<file path="config.mk">
export PLATFORM = sky130hd
export DESIGN_NAME = cache_arbiter
export DESIGN_NICKNAME = d
export VERILOG_FILES = /design/src/rtl/arbiter_types.sv /design/src/rtl/cache_arbiter.sv
export SDC_FILE = /design/constraint.sdc
export NUM_CORES = 1
export LEC_CHECK = 0
export CORE_AREA = 4 4 539 541
export DETAILED_ROUTE_END_ITERATION = 6
export DIE_AREA = 0 0 543 545
export SKIP_CTS_REPAIR_TIMING = 1
export SYNTH_ARGS = -nofsm -noshare
export SYNTH_HDL_FRONTEND = slang
export SYNTH_SLANG_ARGS = --single-unit
export TNS_END_PERCENT = 20
</file>
<file path="constraint.sdc">
create_clock -name clk -period 2.3 [get_ports clk]
set_clock_uncertainty 0.15 [all_clocks]
set_input_delay 0.46 -clock clk [delete_from_list [all_inputs] [get_ports clk]]
set_output_delay 0.46 -clock clk [all_outputs]
set_load 0.005 [all_outputs]
</file>
<file path="src/rtl/arbiter_types.sv">
`default_nettype none
// +-----------------------------------------------------------------------------+
// | arbiter_types : shared FSM state and grant encodings for cache_arbiter        |
// | Revision 1.0                                                                  |
// +-----------------------------------------------------------------------------+
package arbiter_types;

  typedef enum logic [1:0] {
    IDLE    = 2'd0,
    SERVE_I = 2'd1,
    SERVE_D = 2'd2,
    DONE    = 2'd3
  } arb_state_t;

  typedef enum logic {
    GRANT_I = 1'b0,
    GRANT_D = 1'b1
  } grant_t;

endpackage
`default_nettype wire

</file>
<file path="src/rtl/cache_arbiter.sv">
`default_nettype none
// +-----------------------------------------------------------------------------+
// | cache_arbiter : round-robin arbiter sharing one cacheline adaptor between     |
// | the icache and dcache. Revision 1.0                                          |
// +-----------------------------------------------------------------------------+
module cache_arbiter
  import arbiter_types::*;
#(
  parameter int LINE_W = 256,
  parameter int ADDR_W = 32
) (
  input  logic              clk,
  input  logic              rst,

  input  logic              i_pmem_read,
  input  logic [ADDR_W-1:0] i_pmem_address,
  output logic [LINE_W-1:0] i_pmem_rdata,
  output logic              i_pmem_resp,

  input  logic              d_pmem_read,
  input  logic              d_pmem_write,
  input  logic [ADDR_W-1:0] d_pmem_address,
  input  logic [LINE_W-1:0] d_pmem_wdata,
  output logic [LINE_W-1:0] d_pmem_rdata,
  output logic              d_pmem_resp,

  output logic              pmem_read,
  output logic              pmem_write,
  output logic [ADDR_W-1:0] pmem_address,
  output logic [LINE_W-1:0] pmem_wdata,
  input  logic [LINE_W-1:0] pmem_rdata,
  input  logic              pmem_resp
);

  arb_state_t state;
  grant_t     last_grant;
  logic       i_active;
  logic       d_active;

  assign i_active = i_pmem_read;
  assign d_active = d_pmem_read | d_pmem_write;

  // last_grant only changes on entry to a SERVE state, so a tie favours whoever waited
  always_ff @(posedge clk or posedge rst) begin
    if (rst) begin
      state      <= IDLE;
      last_grant <= GRANT_I;
    end else begin
      case (state)
        IDLE: begin
          if (i_active && d_active) begin
            if (last_grant == GRANT_I) begin
              state      <= SERVE_D;
              last_grant <= GRANT_D;
            end else begin
              state      <= SERVE_I;
              last_grant <= GRANT_I;
            end
          end else if (d_active) begin
            state      <= SERVE_D;
            last_grant <= GRANT_D;
          end else if (i_active) begin
            state      <= SERVE_I;
            last_grant <= GRANT_I;
          end
        end
        SERVE_I, SERVE_D: begin
          if (pmem_resp) state <= DONE;
        end
        DONE:    state <= IDLE;
        default: state <= IDLE;
      endcase
    end
  end

  assign i_pmem_rdata = pmem_rdata;
  assign d_pmem_rdata = pmem_rdata;

  // Outside SERVE_I the dcache owns the address/data bus; only the strobes are gated
  always_comb begin
    pmem_read    = 1'b0;
    pmem_write   = 1'b0;
    pmem_address = d_pmem_address;
    pmem_wdata   = d_pmem_wdata;
    i_pmem_resp  = 1'b0;
    d_pmem_resp  = 1'b0;
    case (state)
      SERVE_I: begin
        pmem_read    = i_pmem_read;
        pmem_address = i_pmem_address;
        i_pmem_resp  = pmem_resp;
      end
      SERVE_D: begin
        pmem_read   = d_pmem_read;
        pmem_write  = d_pmem_write;
        d_pmem_resp = pmem_resp;
      end
      default: ;
    endcase
  end

endmodule
`default_nettype wire

</file>
## After elaboration in Yosys (flattened, before gate mapping)

Cells that the tools add are included.

| word-level totals | value |
|---|---|
| register bits after elaboration | 3 |
| input port bits | 582 |
| logic and storage cells | 29 |

| operators by class | value |
|---|---|
| eq/ne operators | 5 |
| muxes and demuxes | 15 |
| bitwise operators | 1 |
| reductions and logical operators | 6 |

Operators by type and width:

| kind | count |
|---|---|
| $mux W32 | 1 |
| $mux W2 | 5 |
| $mux W1 | 7 |
| $pmux W2 S3 | 1 |
| $eq A2 B2 Y1 const B | 2 |
| $ne A4 B4 Y1 const B | 1 |
| $reduce_and A2 Y1 | 2 |
| $reduce_bool A3 Y1 | 1 |
| $eq A2 B1 Y1 const B | 1 |
| $logic_not A2 Y1 | 1 |
| $ne A2 B2 Y1 const B | 1 |
| $pmux W1 S2 | 1 |
| $reduce_or A2 Y1 | 1 |
| $logic_and A1 B1 Y1 | 1 |
| $or A1 B1 Y1 | 1 |

## Depth between registers and ports, before layout

| depth | value |
|---|---|
| depth in word-level cells | 4 |
| depth in mapped cells | 5 |
| mapped depth without buffers | 5 |

## Least setup slack after synthesis

Ideal clock, no wire load.

| timing | value |
|---|---|
| path kind | register to output |
| from | register state[1] |
| to | output pmem_address[10] |
| arrival time | 1.243 ns |
| path slack | 0.447 ns |
| stages on the path, launching flop included | 6 |
| buffers on the path | 2 |
| cell sequence | dfrtp_1 inv_1 ha_1 buf_2 buf_6 mux2_1 |

| between the ends | value |
|---|---|
| cells in the longest elaborated chain, start to end | 2 |

Ends and longest elaborated chain:

| item | line | source |
|---|---|---|
| start: declaration | cache_arbiter.sv:35 | `arb_state_t state;` |
| start signal: assignment | cache_arbiter.sv:46 | `state <= IDLE;` |
| start signal: assignment | cache_arbiter.sv:53 | `state <= SERVE_D;` |
| start signal: assignment | cache_arbiter.sv:56 | `state <= SERVE_I;` |
| $eq A2 B1 Y1 | cache_arbiter.sv:87 | `case (state)` |
| $mux W32 | cache_arbiter.sv:87 |  |
| end: declaration | cache_arbiter.sv:29 | `output logic [ADDR_W-1:0] pmem_address,` |

Every way passes these cells.

## Worst setup path in the final report

| timing | value |
|---|---|
| from | register state[1] |
| to | output pmem_address[20] |

Same word-level chain as after synthesis.

==> flow_summary.toml <==
[layout]
nFillCells = 34094
final_common_cell = "clkdlybuf4s50_1"
mostFrequentLayoutCells = "clkdlybuf4s50_1 (69), mux2_1 (16), dlymetal6s2s_1 (16), buf_4 (15), mux2_4 (13)"
area_growth_pct = 6.46
drive_gt1_share_pct = 35.2
nets = 784
fin_cells = 3962

[floorplan]
ioPinCount = 1386
initial_core_util_pct = 2.26
num_rows = 196
die_w_um = 543
die_area_um2 = 296000
die_y_um = 545
coreArea_um2 = 285000

[flow_run]
cap_violations = 0

[global_routing]
use_met3_pct = 29.4
grt.busiest_layer = "met3"
grt_pass1_wl_um = 201000
use_met2_pct = 17.7
grt_start_max_net_pins = 16
grt.total_usage_pct = 12.4
antenna_found_initial = 42
grt_overflow = 0
grt_use_met1_pct = 2.03
grt_pass1_vias = 2947

[worst_setup_path]
rr_endpoint = "state[0]"
rrSetupSlack_ns = 0.55
cp.arrival_ns = 1.88
crit_path_start_kind = "register"
r2r_cells = 5
cp-end-kind = "output port"
path_class = "register to output port"
worstPathMaxFanout = 6
required_ns = 1.69
r2r_start = "state[0]"

[placed_design]
io_buffers = 105
dp.final_hpwl_um = 191000
gp_congestion = 0.729
placed_cells_incl_taps = 3938
pre_cts_ws_ns = -0.191

[clock_network]
clock_path_buffers = 2
path_clk_slew_ns = 0.03
clk_latency_ns = 0.23
root_buffer = "clkbuf_16"
numCtsBuffers = 3
cts_max_level = 1
clock_sinks = 3
cts_tree = "built"

[yosys]
syn_area_um2 = 6430
yosysSeqAreaShare_pct = 1.17
synth_area_leaders = "buf_4 (90%), mux2_1 (5.2%), dfrtp_1 (1.2%), ha_1 (0.97%), buf_6 (0.52%)"
synthDistinctLibCells = 22
ys_ff_latch = 3
synthFlopType = "dfrtp_1"
yosysTopAreaCell = "buf_4"
ys_async_sr_fraction_pct = 100
syn_inst = 833
synth_warnings = 0
synth_edf_count = 0
synth_area_per_cell_um2 = 7.72
yosysTopAreaCellShare_pct = 89.6
syn_nets = 1420

[timing]
fmax_ghz = 0.402
drv_slew = 0
max_slew_margin_pct = 75.2
tightest_slew_ns = 0.371
setup_viol = 27
finalCritPeriodShare_pct = 108
finalSetupTns_ns = -3.01
setup_ws_ns = -0.189
final_hold_viol_count = 0
rsz0062_at_grt = "true"
finalCriticalPeriod_ns = 2.49
timing.hold.ws_ns = 0.286

[route]
wl_per_cell_um = 49.1
drc = 0
drt-total-wl_um = 195000
dr.pass1.iters = 4
num_vias = 3264
first_iter_violations = 178
viasPerCell = 0.824
postRouteAntennaNets = 0

[pwr]
p_leak_nw = 1.08
power_density_nw_per_um2 = 339
ir_drop_v = 0.000230

[status]
violations = "negative setup slack"
status = "finished with violations"

[hold_path]
hold_path.class = "primary input to asynchronous set/reset pin"
-- critical path, stage by stage, from the launching register on --
cell	delay, ns
dfrtp_1	0.38
inv_2	0.08
ha_4	0.23
buf_12	0.17
buf_6	0.12
clkbuf_16	0.12
buf_4	0.10
mux2_4	0.29
buf_6	0.12
-- how the worst max path moves through the flow --
stage          depth (start not counted)          startpoint  slack (ns)               end
2_1_floorplan                          5            state[1]        0.45  pmem_address[10]
3_3_place_gp                           3  d_pmem_address[26]       -0.19  pmem_address[26]
3_5_place_dp                           3  d_pmem_address[26]       -0.19  pmem_address[26]
4_1_cts                                6            state[1]       -0.40  pmem_address[18]
5_1_grt                                8            state[1]       -0.28  pmem_address[20]
6_report                               8            state[1]       -0.19  pmem_address[20]
-- layout make-up --
type | instances | area (µm²) | area share (%)
Multi-Input combinational cell | 55 | 608 | 8.88
Tap cell | 3762 | 4710 | 68.7
Sequential cell | 3 | 75.1 | 1.10
Inverter | 3 | 11.3 | 0.164
Clock buffer | 4 | 78.8 | 1.15
Antenna cell | 4 | 10.0 | 0.146
Timing Repair Buffer | 131 | 1360 | 19.9
-- cell usage after synthesis, types with 2 or more instances --
library cell	n
buf_4	768
mux2_1	30
ha_1	5
and2_1	3
buf_6	3
dfrtp_1	3
inv_1	3
mux2_2	2
nor2_1	2
o21ai_0	2
-- per-stage QoR --
stage | util [%] | area, µm² | power (mW)
2_1_floorplan | - | 6430 | 1.74
3_3_place_gp | 2.29 | 6540 | 1.64
3_5_place_dp | 2.29 | 6540 | 1.67
4_1_cts | 2.32 | 6620 | 1.96
5_1_grt | 2.40 | 6850 | 2.45
6_report | 2.40 | 6850 | 2.32
-- where the power goes --
part           internal [mW]  switching [mW]
logic                   1.17           0.765
clock network          0.229          0.0501
registers             0.0827          0.0252
total                   1.48           0.840
-- per-layer routing --
metal  routed length [µm]  vias up
li1                     -      506
met1                11700      788
met2                77800     1671
met3                96800      293
met4                 8020        6
met5                  308        -
-- logic make-up after synthesis --
kind of cell / after synthesis / synth area share (%)
adder cells (fa/ha/maj): 5 / 0.972
AND/OR/NAND/NOR: 8 / 0.856
multiplexers: 32 / 5.60
flip-flops: 3 / 1.17
AO/OA/AOI/OAI: 10 / 1.03
buffers and inverters: 775 / 90.4
-- registers in the layout (all words and copies together) (netlist names) --
name and cells:
last_grant 1, state 2
(Power assumes the default switching activity.)
